--- config.mk ---
export PLATFORM = sky130hd
export DESIGN_NAME = uc_multiciclo
export DESIGN_NICKNAME = d
export VERILOG_FILES = /design/src/rtl/uc_pkg.sv /design/src/rtl/uc_decoder.sv /design/src/rtl/uc_multiciclo.sv
export SDC_FILE = /design/constraint.sdc
export NUM_CORES = 1
export LEC_CHECK = 0
export CORE_MARGIN = 3
export CORE_UTILIZATION = 40
export CTS_CLUSTER_SIZE = 10
export DETAILED_ROUTE_END_ITERATION = 10
export PLACE_DENSITY = 0.82
export SLEW_MARGIN = 20
export SYNTH_ARGS = -nofsm -noshare
export SYNTH_HDL_FRONTEND = slang
export SYNTH_SLANG_ARGS = --single-unit
--- constraint.sdc ---
create_clock -name clk -period 1.65 [get_ports clk]
set_input_delay 0.33 -clock clk [delete_from_list [all_inputs] [get_ports clk]]
set_output_delay 0.33 -clock clk [all_outputs]
set_load 0.05 [all_outputs]
--- src/rtl/uc_pkg.sv ---
// Shared types and constants for the multi-cycle control unit.
// Latency: n/a (definitions only).
// Backpressure: n/a.
package uc_pkg;

    typedef enum logic [1:0] {
        IDLE  = 2'd0,
        FETCH = 2'd1,
        EXEC  = 2'd2,
        HALT  = 2'd3
    } state_t;

    // Fixed opcodes in the 11xxxx control-flow class
    localparam logic [5:0] OP_J    = 6'b110000;
    localparam logic [5:0] OP_JZ   = 6'b110001;
    localparam logic [5:0] OP_JNZ  = 6'b110010;
    localparam logic [5:0] OP_NOP  = 6'b110011;
    localparam logic [5:0] OP_HALT = 6'b111111;

    // Class masks: ALU register ops are 0xxxxx, load-immediate is 10xxxx
    localparam logic [5:0] MASK_ALU = 6'b100000;
    localparam logic [5:0] PAT_ALU  = 6'b000000;
    localparam logic [5:0] MASK_LI  = 6'b110000;
    localparam logic [5:0] PAT_LI   = 6'b100000;

    // ALU pass-through of the immediate operand
    localparam logic [2:0] ALUOP_LI = 3'b111;

    typedef struct packed {
        logic       s_inc;
        logic       s_inm;
        logic       we;
        logic       wez;
        logic [2:0] alu_op;
        logic       pc_we;
    } ctrl_t;

    // Safe vector: PC+1 selected, no writes anywhere
    localparam ctrl_t CTRL_DEFAULT = '{s_inc: 1'b1, s_inm: 1'b0, we: 1'b0,
                                       wez: 1'b0, alu_op: 3'b000, pc_we: 1'b0};

    function automatic logic op_match(input logic [5:0] op,
                                      input logic [5:0] mask,
                                      input logic [5:0] pat);
        return (op & mask) == pat;
    endfunction

endpackage

--- src/rtl/uc_decoder.sv ---
// Combinational opcode/zero decode into a datapath control vector.
// Latency: 0 cycles (pure combinational).
// Backpressure: none; the parent qualifies the vector with the EXEC state.
// Ports: opcode/zero in; ctrl vector, illegal_op and halt_op flags out.
module uc_decoder
    import uc_pkg::*;
(
    input  logic [5:0] opcode,
    input  logic       zero,
    output ctrl_t      ctrl,
    output logic       illegal_op,
    output logic       halt_op
);

    always_comb begin
        ctrl       = CTRL_DEFAULT;
        illegal_op = 1'b0;
        halt_op    = 1'b0;
        if (op_match(opcode, MASK_ALU, PAT_ALU)) begin
            ctrl.alu_op = opcode[4:2];
            ctrl.we     = 1'b1;
            ctrl.wez    = 1'b1;
            ctrl.pc_we  = 1'b1;
        end else if (op_match(opcode, MASK_LI, PAT_LI)) begin
            ctrl.alu_op = ALUOP_LI;
            ctrl.s_inm  = 1'b1;
            ctrl.we     = 1'b1;
            ctrl.pc_we  = 1'b1;
        end else begin
            case (opcode)
                OP_J: begin
                    ctrl.s_inc = 1'b0;
                    ctrl.pc_we = 1'b1;
                end
                OP_JZ: begin
                    ctrl.s_inc = ~zero;
                    ctrl.pc_we = 1'b1;
                end
                OP_JNZ: begin
                    ctrl.s_inc = zero;
                    ctrl.pc_we = 1'b1;
                end
                OP_NOP: begin
                    ctrl.pc_we = 1'b1;
                end
                // PC is not advanced so it keeps pointing at the HALT word
                OP_HALT: begin
                    halt_op = 1'b1;
                end
                // Undefined 11xxxx: behave as NOP but flag it
                default: begin
                    ctrl.pc_we = 1'b1;
                    illegal_op = 1'b1;
                end
            endcase
        end
    end

endmodule

--- src/rtl/uc_multiciclo.sv ---
// Multi-cycle control unit: FETCH/EXEC sequencing with run/step debug, HALT, illegal flag, retire counter.
// Latency: 2 cycles per instruction free-running; step_ack registered one cycle after the stepped EXEC.
// Backpressure: none; step_req is honoured only in IDLE with run low and is never queued.
// Ports: clk, reset (sync, active-low); Opcode/zero from datapath; run/step_req debug inputs;
//        s_inc, s_inm, we, wez, ALUOp, pc_we to datapath; halted, step_ack, illegal, instr_count status.
module uc_multiciclo
    import uc_pkg::*;
#(
    parameter int CNT_W = 16
) (
    input  logic             clk,
    input  logic             reset,
    input  logic [5:0]       Opcode,
    input  logic             zero,
    input  logic             run,
    input  logic             step_req,
    output logic             s_inc,
    output logic             s_inm,
    output logic             we,
    output logic             wez,
    output logic [2:0]       ALUOp,
    output logic             pc_we,
    output logic             halted,
    output logic             step_ack,
    output logic             illegal,
    output logic [CNT_W-1:0] instr_count
);

    state_t state, state_nxt;
    logic   single, single_nxt;
    ctrl_t  dec_ctrl, ctrl_act;
    logic   dec_illegal, dec_halt;
    logic   in_exec;

    uc_decoder u_decoder (
        .opcode     (Opcode),
        .zero       (zero),
        .ctrl       (dec_ctrl),
        .illegal_op (dec_illegal),
        .halt_op    (dec_halt)
    );

    assign in_exec = (state == EXEC);

    // Reset gating keeps the datapath from writing on the reset edge itself
    assign ctrl_act = (in_exec && reset) ? dec_ctrl : CTRL_DEFAULT;

    assign s_inc = ctrl_act.s_inc;
    assign s_inm = ctrl_act.s_inm;
    assign we    = ctrl_act.we;
    assign wez   = ctrl_act.wez;
    assign ALUOp = ctrl_act.alu_op;
    assign pc_we = ctrl_act.pc_we;

    always_comb begin
        state_nxt  = state;
        single_nxt = single;
        case (state)
            IDLE: begin
                if (run) begin
                    state_nxt  = FETCH;
                    single_nxt = 1'b0;
                end else if (step_req) begin
                    state_nxt  = FETCH;
                    single_nxt = 1'b1;
                end
            end
            FETCH: state_nxt = EXEC;
            EXEC: begin
                if (dec_halt) begin
                    state_nxt = HALT;
                end else if (single || !run) begin
                    state_nxt = IDLE;
                end else begin
                    state_nxt = FETCH;
                end
            end
            HALT:    state_nxt = HALT;
            default: state_nxt = IDLE;
        endcase
    end

    always_ff @(posedge clk) begin
        if (!reset) begin
            state       <= IDLE;
            single      <= 1'b0;
            halted      <= 1'b0;
            step_ack    <= 1'b0;
            illegal     <= 1'b0;
            instr_count <= '0;
        end else begin
            state    <= state_nxt;
            single   <= single_nxt;
            halted   <= (state_nxt == HALT);
            // A non-HALT EXEC with single set always returns to IDLE
            step_ack <= in_exec && !dec_halt && single;
            illegal  <= in_exec && dec_illegal;
            if (in_exec && !dec_halt) begin
                instr_count <= instr_count + CNT_W'(1);
            end
        end
    end

endmodule

After elaboration in Yosys (flattened, before gate mapping)
Index checks and enable logic that the tools add are counted.
{ "totals": {"input_bits": 11, "register_bits": 22, "output_inout_bits": 27, "elab_cells": 54} }
{ "op_classes": {"n_mux": 24, "reduce_logical": 12, "n_eq_ne": 10, "addsub": 1, "n_bitwise": 1} }
{ "op_table": {"columns": ["operator", "n"], "rows": [
  ["$eq A6 B6 Y1 const B", 5],
  ["$add A16 B1 Y16 const B", 1],
  ["$mux W1", 14],
  ["$mux W2", 5],
  ["$eq A2 B2 Y1 const B", 4],
  ["$mux W8", 1],
  ["$pmux W2 S4", 1],
  ["$logic_not A6 Y1", 1],
  ["$reduce_or A5 Y1", 1],
  ["$logic_and A1 B1 Y1", 4],
  ["$mux W4", 1],
  ["$mux W3", 1],
  ["$pmux W1 S3", 1],
  ["$eq A2 B1 Y1 const B", 1],
  ["$logic_not A1 Y1", 2],
  ["$logic_not A2 Y1", 1],
  ["$reduce_and A2 Y1", 1],
  ["$reduce_bool A2 Y1", 1],
  ["$logic_or A1 B1 Y1", 1],
  ["$not A1 Y1", 1]
]} }

Longest topological paths before layout
{ "logic_depth": {"ltp_word": 7, "mapped_depth": 7, "mapped_depth_nobuf": 6} }

Modules after synthesis
From an unflattened synthesis, not the netlist that was laid out.
{ "unflattened": {"hier_cells": 135, "area_unflattened_um2": 1183.6} }
{ "by_module_without_submodules": {"columns": ["mod", "cells_each", "area_per_inst_um2", "instances", "seq_area_each_um2"], "rows": [
  ["uc_multiciclo", 114, 1034.7, 1, 440.4],
  ["uc_decoder", 21, 148.9, 1, 0.0]
]} }

Least setup slack after synthesis
No wires, ideal clock.
{ "synth_timing": {"path_type": "input to output", "startpoint": "input port Opcode[4]", "endpoint": "output port pc_we", "stages": 6, "setup_slack_ns": -0.356, "t_arrival_ns": 1.676, "t_required_ns": 1.320, "n_path_buf": 1, "cell_sequence": "inv_1 ha_1 nand4b_1 o21ai_1 buf_2 nor2_1"} }
{ "synth_via": {"elab_chain_len": 5, "word_cells_on_any_way": 6, "cone_classes": "eq/ne (2); mux (4)"} }
{ "synth_rtl": {"columns": ["item", "line", "rtl"], "rows": [
  ["start: declaration", "uc_multiciclo.sv:13", "input logic [5:0] Opcode,"],
  ["$eq A6 B6 Y1", "uc_decoder.sv:30", "case (opcode)"],
  ["$mux W1", "uc_decoder.sv:30", null],
  ["$mux W1 *", "uc_decoder.sv:24", "end else if (op_match(opcode, MASK_LI, PAT_LI)) begin"],
  ["$mux W4 *", "uc_decoder.sv:19", "if (op_match(opcode, MASK_ALU, PAT_ALU)) begin"],
  ["$mux W8 *", "uc_multiciclo.sv:46", "assign ctrl_act = (in_exec && reset) ? dec_ctrl : CTRL_DEFAULT;"],
  ["end: declaration", "uc_multiciclo.sv:22", "output logic pc_we,"]
]} }
Mark *: on every way between the ends. The rest lies on a longest branch, timed or not.

Worst setup path in the final report
{ "layout_timing": {"startpoint": "register state[1]", "endpoint": "output port ALUOp[1]"} }
{ "layout_via": {"elab_chain_len": 3} }
{ "layout_rtl": {"columns": ["item", "line", "rtl"], "rows": [
  ["start: declaration", "uc_multiciclo.sv:29", "state_t state, state_nxt;"],
  ["start signal: assignment", "uc_multiciclo.sv:92", "state <= state_nxt;"],
  ["$eq A2 B2 Y1", "uc_multiciclo.sv:43", "assign in_exec = (state == EXEC);"],
  ["$logic_and A1 B1 Y1", "uc_multiciclo.sv:46", null],
  ["$mux W8", "uc_multiciclo.sv:46", null],
  ["end: declaration", "uc_multiciclo.sv:21", "output logic [2:0] ALUOp,"]
]} }
Every way passes these cells.

==> run metrics <==
Post-Place Cells about 210; CTS tree done; Worst Slack Setup Final -0.0913 ns; gr usage total between 20 and 25%; Mapped Cells about 130; power per cell area between 500 and 600 mW/mm²; clk buf depth 2; Hold/Removal Path Class reg -> reg; worst hold path depth 2; chip width 59.3 µm; Worst Path Required 1.32 ns; RR Startpoint state[0]$_SDFF_PN0_; Area Overhead vs Synth 76.2%; largest cells by area after synthesis dfxtp_1 (39%), a21oi_1 (6.2%), ha_1 (4.4%); setup TNS -0.649 ns; slew margin rel. roughly three quarters; TritonCTS Buffers 3; Post-synth EDFFs 0; share of cells above drive strength 1 between 50% and 60%; Root Buffer clkbuf_4; Post-DP HPWL between 2000 and 2500 µm; Detail Route Antenna Nets 0; RSZ-0062 raised after global routing yes; kind of critical path reg -> out; Startpoint Class flip-flop; clock sinks 22; Hold Path Sink instr_count[10]$_SDFFE_PN0P_; Starting Density ~44%; remaining global-route overflow 0; pin count of the biggest net entering global routing 16; sequential power share between 50% and 60%; DRC 0; r2r setup slk -0.06 ns; DR vias approximately 1,300; fmax approximately 570 MHz; Pwr Total between 1000 and 1500 µW; failing checks negative setup slack; min cycle time layout ~1.7 ns; Lkg Pwr between 0.0007 and 0.0008 µW; num ports 38; FF+latch count, synth 22; gp weighted congestion 0.815; post-detailed-route wirelength per cell between 15 and 20 µm; DRT Wirelength ~3900 µm; die footprint between 0.003 and 0.004 mm²; storage element area 459 µm²; cell accounting for the most synthesized area dfxtp_1; DR pass1 iterations 4; Filler Cell Count about 180; FF-to-FF path depth 6; status finished with violations; RR Endpoint instr_count[13]$_SDFFE_PN0P_; VDD IR max 0.369 mV; non-filler cells, final about 230; core footprint 0.00259 mm²; CTS Hold Bufs 0; switch share 28.2%; Clock power frac between 20% and 30%; Logic pwr share a little over a fifth; area of the multi-input gates between 800 and 900 µm²; synth warn 0; average size of a mapped cell about 8.5 µm²; Synth top cells by count dfxtp_1 (22), a21oi_1 (14), nor2_1 (10); max-cap viol count 0; Max Transition Viols Final 0; internal power 729 µW; min-delay src instr_count[10]$_SDFFE_PN0P_; Nets between 200 and 250; 1st-iter DRT viols 89; period utilization 106%; drt via density 5.87; post-synthesis cell type count 36; CTS clk-pin slew, worst paths roughly 0.12 ns; most used flip-flop cell after synthesis dfxtp_1; ant diodes 0; Post-synth ARST share 0%; share of the synthesized area in the top cell type roughly two fifths; Worst Skew 0.00275 ns; synthesized area about 0.0011 mm²; initial antenna violation count 0; Worst-Margin Slew between 0.3 and 0.4 ns; first-pass GRT wire length 6040 µm; final setup fails 13; Seq/Total Area, Yosys roughly two fifths; dpl ws -0.649 ns; IO Port Bufs 37; die height approximately 59 µm; vias in the first global route ~1,300; net count after synthesis roughly 150; worst-path maximum fanout 5; top-count cell post-synth dfxtp_1; Site Rows 18; Fin. Hold Viols 0; crit end category output pin; crit path DAT about 1.4 ns; htree depth 1; Psw between 200 and 300 µW; worst-skew pair later-pin latency approximately 0.31 ns
routing by layer:
| metal | GRT usage [%] | up-vias | routed length [µm] |
|---|---|---|---|
| li1 | - | 618 | - |
| met1 | 26.8 | 645 | 1470 |
| met2 | 39.0 | 54 | 2100 |
| met3 | 3.05 | 10 | 217 |
| met4 | 10.0 | 0 | 92 |
| met5 | 0 | - | 0 |
layout by cell type (no fill, tap or decap), types with 3 or more instances in the layout:
cell type	synthesis	layout
nand2_1	9	8
a21oi_2	0	5
o31ai_1	5	3
or4_4	0	3
a21oi_1	14	7
nand4_1	3	3
ha_1	4	3
inv_1	6	5
nand2b_1	4	4
clkdlybuf4s50_1	0	3
dlygate4sd2_1	0	5
buf_12	0	8
dfxtp_1	22	9
clkbuf_4	0	3
o21ai_0	3	3
nand3_2	0	3
mux2i_1	4	4
nor2_4	0	4
buf_4	0	39
nor2_1	10	6
buf_6	0	5
dfxtp_2	0	12
o21a_1	5	5
cells by family (layout without fill, tap and decap cells):
logic type                 Yosys count  after routing  share of synthesized area, %
DFF                                 22             22                          38.7
xor gates and xnor gates             2              2                          1.54
AOI/OAI and AO/OA                   34             34                          18.6
buffers and inverters               10             72                          3.52
adders and majority gates            4              4                          4.40
and+or+nand+nor                     58             58                          29.7
muxes                                4              4                          3.52
stage by stage:
step           area [µm²]  hold slack, ns  util [%]
6_report             2000           0.493      77.4
5_1_grt              2000           0.506      77.4
4_1_cts              1910           0.497      73.8
3_5_place_dp         1710           0.476      66.2
3_3_place_gp         1710           0.459      66.2
2_1_floorplan        1160           0.454         -
sequential cells by signal (all words and copies together) (netlist names):
register	count
instr_count	16
single	1
illegal	1
step_ack	1
state	2
halted	1
worst max-delay path, cell delays in order, from the launching register on:
cell and delay (ns):
dfxtp_2 0.36, nor2b_4 0.17, nand2_2 0.09, buf_4 0.19, a21oi_4 0.15, buf_12 0.15
worst max path at each step:
stage                    end                start  slack [ns]
floorplan           ALUOp[0]                reset       -0.22
global placement       pc_we            Opcode[4]       -0.56
detailed placement     pc_we            Opcode[4]       -0.65
CTS                    s_inc  state[1]$_SDFF_PN0_       -0.07
global route           s_inc  state[1]$_SDFF_PN0_       -0.14
finish              ALUOp[1]  state[1]$_SDFF_PN0_       -0.09
area by class of cell:
class,instances,share of cell area [%]
multi-input combinational,102,42.6
sequential,22,22.9
timing repair buffer,63,30.3
clock buffer,3,1.12
inverter,6,1.12
tap,30,1.87
power by group through the flow:
stage                     Clock [µW]  Sequential, µW  Combinational [µW]
after floorplan                    0             575                67.9
after global placement             0             564                 160
after detailed placement           0             565                 166
after CTS                        249             552                 203
after global routing             268             554                 230
final                            245             552                 217
timing repair:
| action | CTS | global route |
|---|---|---|
| setup buffers | 7 | 1 |
| endpoints found under the setup margin | 24 | 18 |
| pin swaps | 10 | 7 |
| cloned | 1 | 0 |
| gates resized for setup | 46 | 21 |
No activity file was read; power rests on OpenSTA's default activity.
